`config.mk`:
```
export PLATFORM = sky130hd
export DESIGN_NAME = ex_mem_branch_stage
export DESIGN_NICKNAME = d
export VERILOG_FILES = /design/src/rtl/rv_pkg.sv /design/src/rtl/branch_resolve.sv /design/src/rtl/ex_mem_branch_stage.sv
export SDC_FILE = /design/constraint.sdc
export NUM_CORES = 1
export LEC_CHECK = 0
export BUFFER_PORTS_ARGS = -buffer_cell sky130_fd_sc_hd__buf_2
export CAP_MARGIN = 20
export CORE_AREA = 2 2 194 196
export CTS_CLUSTER_SIZE = 16
export DETAILED_ROUTE_END_ITERATION = 8
export DIE_AREA = 0 0 196 198
export SETUP_SLACK_MARGIN = 0.05
export SYNTH_ARGS = -nofsm -noshare
export SYNTH_HDL_FRONTEND = slang
export SYNTH_SLANG_ARGS = --single-unit
```
`constraint.sdc`:
```
create_clock -name clk -period 8.4 [get_ports clk]
set_input_delay 0 -clock clk [delete_from_list [all_inputs] [get_ports clk]]
set_output_delay 0 -clock clk [all_outputs]
set_load 0.02 [all_outputs]
```
`src/rtl/rv_pkg.sv`:
```
// rtl/rv_pkg.sv - shared RV core constants, control bundle type and opcode helper
// Purpose: opcode/funct3 encodings and the MEM/WB control bundle used by the
//          EX->MEM stage and its branch resolver.
// Ports:   none (package).
package rv_pkg;

  localparam int XLEN = 64;

  localparam logic [6:0] OPC_BRANCH    = 7'b1100011;
  localparam logic [6:0] OPC_OP        = 7'b0110011;
  localparam logic [6:0] OPC_OP_IMM    = 7'b0010011;
  localparam logic [6:0] OPC_OP_32     = 7'b0111011;
  localparam logic [6:0] OPC_OP_IMM_32 = 7'b0011011;

  localparam logic [2:0] F3_BEQ = 3'b000;
  localparam logic [2:0] F3_BNE = 3'b001;

  typedef struct packed {
    logic reg_write;
    logic mem_read;
    logic mem_write;
    logic mem_to_reg;
  } mem_ctrl_t;

  // Only register/immediate arithmetic can raise a meaningful overflow.
  function automatic logic is_arith(input logic [6:0] opc);
    return (opc == OPC_OP) || (opc == OPC_OP_IMM) ||
           (opc == OPC_OP_32) || (opc == OPC_OP_IMM_32);
  endfunction

endpackage

```
`src/rtl/branch_resolve.sv`:
```
// rtl/branch_resolve.sv - combinational conditional-branch decision and target
// Purpose: decides BEQ/BNE from the ALU zero flag and forms pc + (sext(imm) << 1).
// Ports:   valid_i, opcode_i, funct3_i, zero_i, pc_i, imm_i  -> instruction info
//          is_branch_o (valid conditional branch), taken_o, target_o
module branch_resolve
  import rv_pkg::*;
#(
  parameter int XLEN_P = 64,
  parameter int IMM_W  = 12
) (
  input  logic              valid_i,
  input  logic [6:0]        opcode_i,
  input  logic [2:0]        funct3_i,
  input  logic              zero_i,
  input  logic [XLEN_P-1:0] pc_i,
  input  logic [IMM_W-1:0]  imm_i,
  output logic              is_branch_o,
  output logic              taken_o,
  output logic [XLEN_P-1:0] target_o
);

  logic [XLEN_P-1:0] imm_sext;

  assign is_branch_o = valid_i && (opcode_i == OPC_BRANCH);

  always_comb begin
    taken_o = 1'b0;
    if (is_branch_o) begin
      case (funct3_i)
        F3_BEQ:  taken_o = zero_i;
        F3_BNE:  taken_o = !zero_i;
        default: taken_o = 1'b0;
      endcase
    end
  end

  // Offset is in half-word units; the add wraps modulo 2^XLEN by construction.
  assign imm_sext = {{(XLEN_P-IMM_W){imm_i[IMM_W-1]}}, imm_i};
  assign target_o = pc_i + {imm_sext[XLEN_P-2:0], 1'b0};

endmodule

```
`src/rtl/ex_mem_branch_stage.sv`:
```
// rtl/ex_mem_branch_stage.sv - EX->MEM pipeline register with branch resolution
// Purpose: latches ALU result/flags and MEM/WB control, resolves BEQ/BNE,
//          issues a one-cycle redirect, keeps branch statistics and sticky overflow.
// Ports:   clk, reset (async, active-high), stall_i, flush_i
//          ex_*  : EX-stage instruction, ALU outputs and control
//          mem_* : registered MEM-stage copies plus branch decision/target
//          redirect_o, ovf_sticky_o, branch_cnt_o, taken_cnt_o
module ex_mem_branch_stage
  import rv_pkg::*;
#(
  parameter int XLEN  = rv_pkg::XLEN,
  parameter int IMM_W = 12,
  parameter int REG_W = 5,
  parameter int CNT_W = 32
) (
  input  logic             clk,
  input  logic             reset,
  input  logic             stall_i,
  input  logic             flush_i,
  input  logic             ex_valid,
  input  logic [XLEN-1:0]  ex_pc,
  input  logic [IMM_W-1:0] ex_imm,
  input  logic [6:0]       ex_opcode,
  input  logic [2:0]       ex_funct3,
  input  logic [XLEN-1:0]  ex_alu_result,
  input  logic             ex_zero_flag,
  input  logic             ex_overflow,
  input  logic [XLEN-1:0]  ex_rs2_data,
  input  logic [REG_W-1:0] ex_rd,
  input  logic             ex_reg_write,
  input  logic             ex_mem_read,
  input  logic             ex_mem_write,
  input  logic             ex_mem_to_reg,
  output logic             mem_valid,
  output logic [XLEN-1:0]  mem_alu_result,
  output logic [XLEN-1:0]  mem_rs2_data,
  output logic [REG_W-1:0] mem_rd,
  output logic             mem_reg_write,
  output logic             mem_mem_read,
  output logic             mem_mem_write,
  output logic             mem_mem_to_reg,
  output logic             mem_branch_taken,
  output logic [XLEN-1:0]  mem_branch_target,
  output logic             redirect_o,
  output logic             ovf_sticky_o,
  output logic [CNT_W-1:0] branch_cnt_o,
  output logic [CNT_W-1:0] taken_cnt_o
);

  logic             valid_q;
  logic [XLEN-1:0]  alu_q;
  logic [XLEN-1:0]  rs2_q;
  logic [REG_W-1:0] rd_q;
  mem_ctrl_t        ctrl_q;
  mem_ctrl_t        ex_ctrl;
  logic             taken_q;
  logic [XLEN-1:0]  target_q;
  logic             redirect_q;
  logic             ovf_q;
  logic [CNT_W-1:0] branch_cnt_q, branch_cnt_d;
  logic [CNT_W-1:0] taken_cnt_q,  taken_cnt_d;

  logic             is_branch;
  logic             br_taken;
  logic [XLEN-1:0]  br_target;
  logic             ovf_set;

  branch_resolve #(
    .XLEN_P (XLEN),
    .IMM_W  (IMM_W)
  ) u_branch_resolve (
    .valid_i     (ex_valid),
    .opcode_i    (ex_opcode),
    .funct3_i    (ex_funct3),
    .zero_i      (ex_zero_flag),
    .pc_i        (ex_pc),
    .imm_i       (ex_imm),
    .is_branch_o (is_branch),
    .taken_o     (br_taken),
    .target_o    (br_target)
  );

  assign ex_ctrl = '{reg_write:  ex_reg_write,
                     mem_read:   ex_mem_read,
                     mem_write:  ex_mem_write,
                     mem_to_reg: ex_mem_to_reg};

  assign ovf_set      = ex_valid && ex_overflow && is_arith(ex_opcode);
  assign branch_cnt_d = branch_cnt_q + CNT_W'(is_branch);
  assign taken_cnt_d  = taken_cnt_q + CNT_W'(br_taken);

  always_ff @(posedge clk or posedge reset) begin
    if (reset) begin
      valid_q      <= 1'b0;
      alu_q        <= '0;
      rs2_q        <= '0;
      rd_q         <= '0;
      ctrl_q       <= '0;
      taken_q      <= 1'b0;
      target_q     <= '0;
      redirect_q   <= 1'b0;
      ovf_q        <= 1'b0;
      branch_cnt_q <= '0;
      taken_cnt_q  <= '0;
    end else if (flush_i) begin
      // Bubble insertion wins over stall; counters and sticky are left alone.
      valid_q    <= 1'b0;
      alu_q      <= '0;
      rs2_q      <= '0;
      rd_q       <= '0;
      ctrl_q     <= '0;
      taken_q    <= 1'b0;
      target_q   <= '0;
      redirect_q <= 1'b0;
    end else if (stall_i) begin
      // Everything holds except the redirect, which must not re-fire.
      redirect_q <= 1'b0;
    end else begin
      valid_q      <= ex_valid;
      alu_q        <= ex_alu_result;
      rs2_q        <= ex_rs2_data;
      rd_q         <= ex_rd;
      ctrl_q       <= ex_ctrl;
      taken_q      <= br_taken;
      target_q     <= br_target;
      redirect_q   <= br_taken;
      ovf_q        <= ovf_q | ovf_set;
      branch_cnt_q <= branch_cnt_d;
      taken_cnt_q  <= taken_cnt_d;
    end
  end

  assign mem_valid         = valid_q;
  assign mem_alu_result    = alu_q;
  assign mem_rs2_data      = rs2_q;
  assign mem_rd            = rd_q;
  assign mem_reg_write     = ctrl_q.reg_write;
  assign mem_mem_read      = ctrl_q.mem_read;
  assign mem_mem_write     = ctrl_q.mem_write;
  assign mem_mem_to_reg    = ctrl_q.mem_to_reg;
  assign mem_branch_taken  = taken_q;
  assign mem_branch_target = target_q;
  assign redirect_o        = redirect_q;
  assign ovf_sticky_o      = ovf_q;
  assign branch_cnt_o      = branch_cnt_q;
  assign taken_cnt_o       = taken_cnt_q;

endmodule
```
==> results.txt, run 1 <==
Top post-synthesis cells by area = dfrtp_1 47%, mux2i_1 10%, nor2_1 5.9%, ha_1 5.8%, xnor2_1 5.5%
Antenna violations before repair = 3
Port bufs = 498
Hold/Removal Path Class = input pin to register
Layout Nets = 2398
Die area = 38810 um2
Synth unique cells = 72
Worst Setup Path Type = input pin to register
Post_cts resized = 0
Initial core utilization = 0.3878
Adder-cell share of the synthesized area = 0.05902
Largest family of logic cells by synthesized area = simple AND/OR/NAND/NOR gates
Post-detail-place hpwl = 35560 um
Num ports = 499
Placer Congestion = 0.8910
Post-synth EDFFs = 0
Pin count of the biggest net entering global routing = 169
Yosys warnings = 0
Root Buffer Master = clkbuf_16
CP arrival = 3.67 ns
Required @ worst endpoint = 8.84 ns
Critical Path Sink Type = register
Post-Syn Area = 14330 um2
Outcome = completed
Cell Rows = 71
Hold Fails Final Rpt = 0
H-tree levels = 1
Placed Cells = 2369
CTS Sinks = 269
Max cap viols = 0
Setup_tns = 0 ns
Final setup fails = 0
Period minus WS final = 3.227 ns
Slew headroom = 0.3339
Seq/Total Area, Yosys = 0.4697
Fillers = 3298
Synth Register Bits = 269
Final Skew = 0.008209 ns
Routed WL per cell = 19.11 um
Max VDD drop = 0.1312 mV
Worst skew pair latency = 0.57 ns
Total CTS buffers = 31
Slew Limit Fails = 0
Post-synthesis compound-gate area fraction = 0.1095
Fmax = 309.9 MHz
Vias per std cell = 5.130
Final Cycle Share = 0.3842
Die height = 198 um
Worst setup SP type = input pin
Post-Synthesis Cells = 1461
Layout area overhead = 39.90%
Die width = 196 um
DRT Wirelength = 49720 um
Post-Syn Area per Cell = 9.809 um2
CTS tree = yes
Most common cell in the netlist = dfrtp_1
Syn Nets = 1758
Synth cell count leaders = 269 x dfrtp_1, 226 x nor2_1, 148 x nand2_1
Drt pass-1 iters = 5
GR Util All Layers = 0.2464
Vias in the first global route = 13260
Remaining global-route overflow = 0
Total power = 3686 uW
Post-Synth Simple-Gate Area = 0.1593
Worst-path clk slew = 0.06 ns
Total number of vias = 13340
Layout cell share with drive strength beyond 1 = 0.2701
Synth top area share = 0.4697
Final Non-Filler Cells = 2601
RSZ-0062 raised after global routing = no
Core area = 36960 um2
Slew @ Worst Pin = 0.9991 ns
Mux share of post-synthesis cell area = 0.1027
Cell taking the most area after synthesis = dfrtp_1
Leakage power figure = 0.01064 uW
XOR/XNOR share of the synthesized area = 0.07089
Number of antenna-violating nets in the routed design = 0
FFs w/ async S/R, synth = 1.000
Residual DRC count = 0
Power Density = 183.8 nW/um2
Crit Path Max Fanout = 5
Violation count after the first detailed-route iteration = 617
Clk buf depth = 3
Synth Flop Type = dfrtp_1
First-pass GRT wire length = 74930 um
[critical path: stages]
cell and delay [ns]:
dlygate4sd3_1 0.53, buf_2 0.12, and4b_1 0.32, nand2_1 0.12, or4_1 0.63, inv_1 0.10, ha_1 0.16, ha_1 0.14
nand2_1 0.07, nor2_1 0.20, and2_1 0.21, and3_1 0.22, and4_1 0.30, and3_1 0.29, nand3_1 0.12, xnor2_1 0.14
[area by class of cell]
cell class	instances	area (um2)	area share
clock buffer	42	887.1	0.04425
inverter	23	93.84	0.004680
tap	474	593.1	0.02958
sequential	269	6731	0.3357
antenna	2	5.005	0.0002496
multi-input combinational	1099	7186	0.3584
clock inverter	15	245.2	0.01223
timing repair buffer	677	4308	0.2149
[power breakdown]
part	internal, uW	switching (uW)	total, uW	leakage [uW]
Sequential	1370	38.8	1400	0.00362
Combinational	325	470	795	0.00648
Clock	923	564	1490	0.000540
Total	2610	1070	3690	0.0106
[per-layer routing]
layer,part of all wire,up-vias,global-route usage,wire [um]
li1,-,6354,-,-
met1,0.39,6405,0.2887,19280
met2,0.49,474,0.4284,24360
met3,0.078,109,0.06353,3867
met4,0.044,2,0.1061,2192
met5,0.00032,-,0,16
[final timing paths]
path	startpoint	endpoint	slack, ns	depth (start not counted)
max in group asynchronous	reset	mem_alu_result[61]	6.87	4
setup / recovery	ex_valid	taken_cnt_o[24]	5.17	16
hold / removal	ex_pc[34]	mem_branch_target[34]	0.03	4
hold reg to reg	branch_cnt_o[31]	branch_cnt_o[31]	0.47	1
min in group asynchronous	reset	mem_rs2_data[11]	0.11	3
setup reg to reg	branch_cnt_o[0]	branch_cnt_o[26]	5.91	10
[repair_timing]
item | in CTS | in global routing
setup endpoints to repair | 0 | 0
hold endpoints to repair | 288 | 0
buffers inserted | 0 | 0
hold buffers | 172 | 0
[cells in the final DEF, fill, tap and decap left out, types with 47 or more instances in the layout]
master / n
a21oi_1: 103
xnor2_1: 90
nor2_1: 226
mux2i_1: 147
o21ai_0: 47
nand2_1: 148
buf_2: 496
dlygate4sd3_1: 172
ha_1: 66
dfrtp_1: 269
[metrics by stage]
| stage | hold WS [ns] | setup slack, ns | cell area, um2 | utilization |
|---|---|---|---|---|
| floorplan | 0.09610 | 0.9897 | 14330 | - |
| global placement | 0.2039 | 4.752 | 17170 | 0.4646 |
| detailed placement | 0.2068 | 4.676 | 17170 | 0.4646 |
| CTS | 0.0004531 | 5.166 | 20020 | 0.5418 |
| global route | 0.05301 | 4.900 | 20050 | 0.5425 |
| finish | 0.03027 | 5.173 | 20050 | 0.5425 |
[kinds of logic after synthesis]
logic type	after synthesis
compound gates	252
flops	269
buf+inv	93
simple gates	517
fa+ha+maj	67
mux	147
xor+xnor	116
No activity file was read; power rests on OpenSTA's default activity.
==> inputs of run 2 (changes only) <==
Clock period 8.4 ns to 3.2 ns, I/O delays scaled along.
==> results.txt, run 2 (synthesis gave the netlist of run 1 again) <==
Hold Fails Final Rpt = 0
Switching Fraction = 0.2899
Fmax = 333.7 MHz
Ant. Diodes = 0
Residual DRC count = 0
RSZ-0062 raised after global routing = no
Power Density = 468.4 nW/um2
First-pass GRT wire length = 77470 um
Worst Setup Path Type = input pin to register
Commonest cells after routing, fill and taps aside = 496 x buf_2, 269 x dfrtp_1, 226 x nor2_1
Power share of the clock group = 0.396
H-tree levels = 1
Port bufs = 498
Violation count after the first detailed-route iteration = 583
Layout Nets = 2483
Die height = 198 um
Clk buf depth = 3
Combinational Power Share = 0.226
Routed WL per cell = 18.81 um
Number of antenna-violating nets in the routed design = 0
Setup_tns = 0 ns
Worst setup SP type = input pin
Total CTS buffers = 31
Remaining global-route overflow = 0
Total power = 9777 uW
Post-detail-place hpwl = 35730 um
CTS tree = yes
Crit Path Max Fanout = 4
Leakage power figure = 0.01112 uW
CP arrival = 3.41 ns
Final setup fails = 0
Placer Congestion = 0.9487
Slew headroom = 0.3609
Pin count of the biggest net entering global routing = 108
Die area = 38810 um2
Reg power frac = 0.378
Required @ worst endpoint = 3.61 ns
Antenna violations before repair = 0
Cell Rows = 71
Sw power = 2835 uW
Max cap viols = 0
Core area = 36960 um2
Hold/Removal Path Class = input pin to register
Vias per std cell = 5.101
Final Cycle Share = 0.9365
Drt pass-1 iters = 7
Post-Route Utilization = 0.5648
Outcome = completed
Layout cell share with drive strength beyond 1 = 0.2793
Worst-path clk slew = 0.06 ns
Max VDD drop = 0.2960 mV
Vias in the first global route = 13950
Slew Limit Fails = 0
CTS Sinks = 269
Slew @ Worst Pin = 0.9587 ns
Num ports = 499
Int Pwr = 6943 uW
Most common cell after layout, fill and taps aside = buf_2
Fillers = 3195
DRT Wirelength = 50460 um
Total number of vias = 13690
GR Util All Layers = 0.2541
Die width = 196 um
Initial core utilization = 0.3878
Layout area overhead = 45.64%
Critical Path Sink Type = register
Final Skew = 0.01155 ns
Worst skew pair latency = 0.56 ns
Period minus WS final = 2.997 ns
Root Buffer Master = clkbuf_16
run 2: cell count changes in the layout (fill, tap and decap cells not counted), moves of 2 or more:
cell,delta
buf_12,+2
buf_4,+32
o21ai_2,+2
ha_1,-2
ha_4,+2
diode_2,-2
dlygate4sd3_1,+51
o21ai_1,-2
inv_6,-2
run 2: worst paths after layout:
check                                             end              from  cells after the start  slack [ns]
worst max-delay path            mem_branch_target[63]         ex_imm[0]                     14        0.20
worst min-delay path            mem_branch_target[62]           flush_i                      3        0.02
worst max register to register       branch_cnt_o[24]   branch_cnt_o[0]                     10        0.80
worst min register to register       branch_cnt_o[31]  branch_cnt_o[31]                      1        0.47
max in group asynchronous       mem_branch_target[46]             reset                      4        2.12
min in group asynchronous                ovf_sticky_o             reset                      3        0.07
run 2: area by class of cell:
cell class                      count  area (um2)  area share
Clock inverter                     15       241.5     0.01157
Timing Repair Buffer              762        5099      0.2443
Tap cell                          474       593.1     0.02841
Multi-Input combinational cell   1099        7234      0.3466
Clock buffer                       41       883.3     0.04232
Inverter                           23       90.09    0.004316
Sequential cell                   269        6731      0.3225
run 2: what timing repair did:
item | CTS | global route
hold buffers | 223 | 0
setup endpoints to repair | 0 | 10
endpoints found under the hold margin | 203 | 0
gates resized for setup | 0 | 11
setup buffers | 0 | 4
run 2: through the flow:
step | setup slack (ns) | instances | hold WS, ns | instance area (um2)
floorplan | -0.3535 | 1461 | 0.09610 | 14340
global placement | 0.01508 | 2400 | 0.1040 | 17440
detailed placement | 0.004160 | 2400 | 0.1089 | 17440
CTS | 0.07811 | 2679 | 0.002973 | 20790
global route | 0.05349 | 2683 | 0.03908 | 20870
finish | 0.2032 | 2683 | 0.01843 | 20870
run 2: power groups by stage:
| stage | clock (uW) | sequential, uW | combinational (uW) |
|---|---|---|---|
| after CTS | 3970 | 3690 | 2180 |
| final | 3880 | 3690 | 2210 |
| after global placement | 0 | 3740 | 1930 |
| after floorplan | 0 | 3970 | 1010 |
| after global routing | 4100 | 3710 | 2410 |
| after detailed placement | 0 | 3750 | 1940 |
run 2: routing by layer:
layer  GRT usage  up-vias  wire length (um)
met5    0.006386        -                40
met4      0.1243        4              2652
met3     0.05689      115              3440
met2      0.4426      483             24550
met1      0.2961     6559             19780
li1            -     6524                 -
run 2: worst max-delay path, cell delays in order:
cell	delay, ns
dlygate4sd3_1	0.53
buf_2	0.12
ha_4	0.14
fa_2	0.21
a21oi_1	0.08
nand4b_1	0.24
a21o_1	0.22
a2111o_1	0.43
a2111oi_4	0.49
o21a_4	0.21
a211oi_2	0.08
nor4_1	0.35
mux2i_1	0.22
o22ai_1	0.08
==> inputs of run 3 (changes only) <==
Settings changed: PLACE_DENSITY from default to 0.66.
==> results.txt, run 3 (synthesis gave the netlist of run 1 again) <==
Slowest stage delay, CP = 0.54 ns
Placer Congestion = 0.8938
CP arrival = 3.42 ns
Outcome = completed
CTS tree = yes
Num ports = 499
RSZ-0062 raised after global routing = no
Cell Rows = 71
Fillers = 3229
Clk buf depth = 3
Layout cell share with drive strength beyond 1 = 0.2834
Crit Path Max Fanout = 7
Total number of vias = 13510
CTS Sinks = 269
Final Skew = 0.01356 ns
Worst setup SP type = input pin
Most common cell after layout, fill and taps aside = buf_2
H-tree levels = 1
Vias in the first global route = 13760
Final Hold Slack = 0.003812 ns
Number of antenna-violating nets in the routed design = 0
Commonest cells after routing, fill and taps aside = 496 x buf_2, 269 x dfrtp_1, 226 x nor2_1
Period minus WS final = 3.014 ns
Worst r2r src = branch_cnt_o[0]
Die area = 38810 um2
Root Buffer Master = clkbuf_16
Hold/Removal Path Class = input pin to register
WHS Endpoint = mem_branch_target[10]
Final Cycle Share = 0.9419
Fmax = 331.8 MHz
Slew Limit Fails = 0
Die width = 196 um
Pin count of the biggest net entering global routing = 196
Routed WL per cell = 19.22 um
Pre-CTS WS = 0.06264 ns
Violation count after the first detailed-route iteration = 625
Reg area = 6731 um2
Power Density = 478.3 nW/um2
Min-Delay Startpoint = ex_pc[10]
Initial core utilization = 0.3878
Flop2flop setup slack = 0.76 ns
Worst-path clk slew = 0.06 ns
Layout Nets = 2416
Max cap viols = 0
Worst Setup Path Type = input pin to register
Remaining global-route overflow = 0
Worst reg2reg path depth = 10
Slowest CP cell = dlygate4sd3_1
Port bufs = 498
Final setup fails = 0
Core area = 36960 um2
Worst skew pair latency = 0.56 ns
Multi-input gate area = 7222 um2
Critical Path Sink Type = register
Hold Fails Final Rpt = 0
Slew @ Worst Pin = 1.012 ns
GR Util All Layers = 0.2521
Setup_tns = 0 ns
Required @ worst endpoint = 3.61 ns
Layout area overhead = 41.13%
Reg-to-Reg End = branch_cnt_o[26]
Slew headroom = 0.3251
Post-detail-place hpwl = 34740 um
Hold path depth = 5
First-pass GRT wire length = 77170 um
Residual DRC count = 0
Max VDD drop = 0.2992 mV
Setup WS post-layout = 0.1858 ns
Leakage power figure = 0.01075 uW
Total CTS buffers = 30
Vias per std cell = 5.154
Drt pass-1 iters = 5
DRT Wirelength = 50380 um
Critical-path cell list = dlygate4sd3_1 > buf_2 > ha_2 > and4_1 > nand3_1 > a21o_1 > a2111o_1 > a2111oi_4 > buf_4 > o21a_4 > a211oi_2 > nor4_2 > mux2i_1 > o22ai_1
Antenna violations before repair = 5
Die height = 198 um
[run 3: changes by cell type in the layout (fill, tap and decap cells not counted), moves of 2 or more]
cell / delta
o21ai_1: +2
diode_2: +5
clkinv_2: +2
o21ai_2: -2
buf_4: -8
clkinvlp_4: -4
ha_2: +2
dlygate4sd3_1: -59
[run 3: final cells by class]
class	count	area share
Antenna cell	5	0.0006186
Sequential cell	269	0.3328
Clock inverter	13	0.01095
Tap cell	474	0.02932
Inverter	23	0.004454
Timing Repair Buffer	696	0.2209
Multi-Input combinational cell	1099	0.3571
Clock buffer	42	0.04386
[run 3: per-layer routing]
layer / wire, um / vias up / global-route usage
met1: 20350 / 6488 / 0.3048
met5: 8 / - / 0
met3: 3191 / 122 / 0.05127
met2: 24180 / 501 / 0.4284
li1: - / 6395 / -
met4: 2651 / 2 / 0.1279
[run 3: through the flow]
step	std cells	area (um2)	utilization	total power (uW)
3_3_place_gp	2396	17420	0.4714	5659
4_1_cts	2615	20170	0.5458	9724
5_1_grt	2620	20220	0.5472	10100
2_1_floorplan	1461	14340	-	4977
6_report	2621	20230	0.5473	9675
3_5_place_dp	2396	17420	0.4714	5677
[run 3: where the power goes]
group	leakage [uW]	total [uW]	switching [uW]	internal, uW
sequential	0.00362	3700	114	3590
clock	0.000546	3850	1440	2400
combinational	0.00659	2130	1250	883
total	0.0108	9670	2800	6870
[run 3: worst max path at each step]
stage / to / slack, ns / cells past startpoint / from
after floorplan: branch_cnt_o[0] / -0.35 / 1 / reset
after global placement: mem_branch_target[63] / 0.07 / 13 / ex_imm[0]
after detailed placement: mem_branch_target[63] / 0.06 / 13 / ex_imm[0]
after CTS: mem_branch_target[63] / 0.13 / 14 / ex_imm[0]
after global routing: mem_branch_target[63] / 0.06 / 15 / ex_imm[0]
final: mem_branch_target[63] / 0.19 / 14 / ex_imm[9]
[run 3: worst max-delay path, delay by kind of cell]
| kind | cells | cell delay [ns] |
|---|---|---|
| buffers and inverters | 3 | 0.85 |
| muxes | 1 | 0.22 |
| AOI/OAI and AO/OA | 6 | 1.31 |
| and+or+nand+nor | 3 | 0.66 |
| adders and majority gates | 1 | 0.38 |
[run 3: repair_timing]
| action | in CTS | in global routing |
|---|---|---|
| endpoints found under the hold margin | 438 | 0 |
| hold buffers | 164 | 0 |
| resized for setup | 0 | 9 |
| setup buffers | 0 | 1 |
| endpoints found under the setup margin | 0 | 8 |
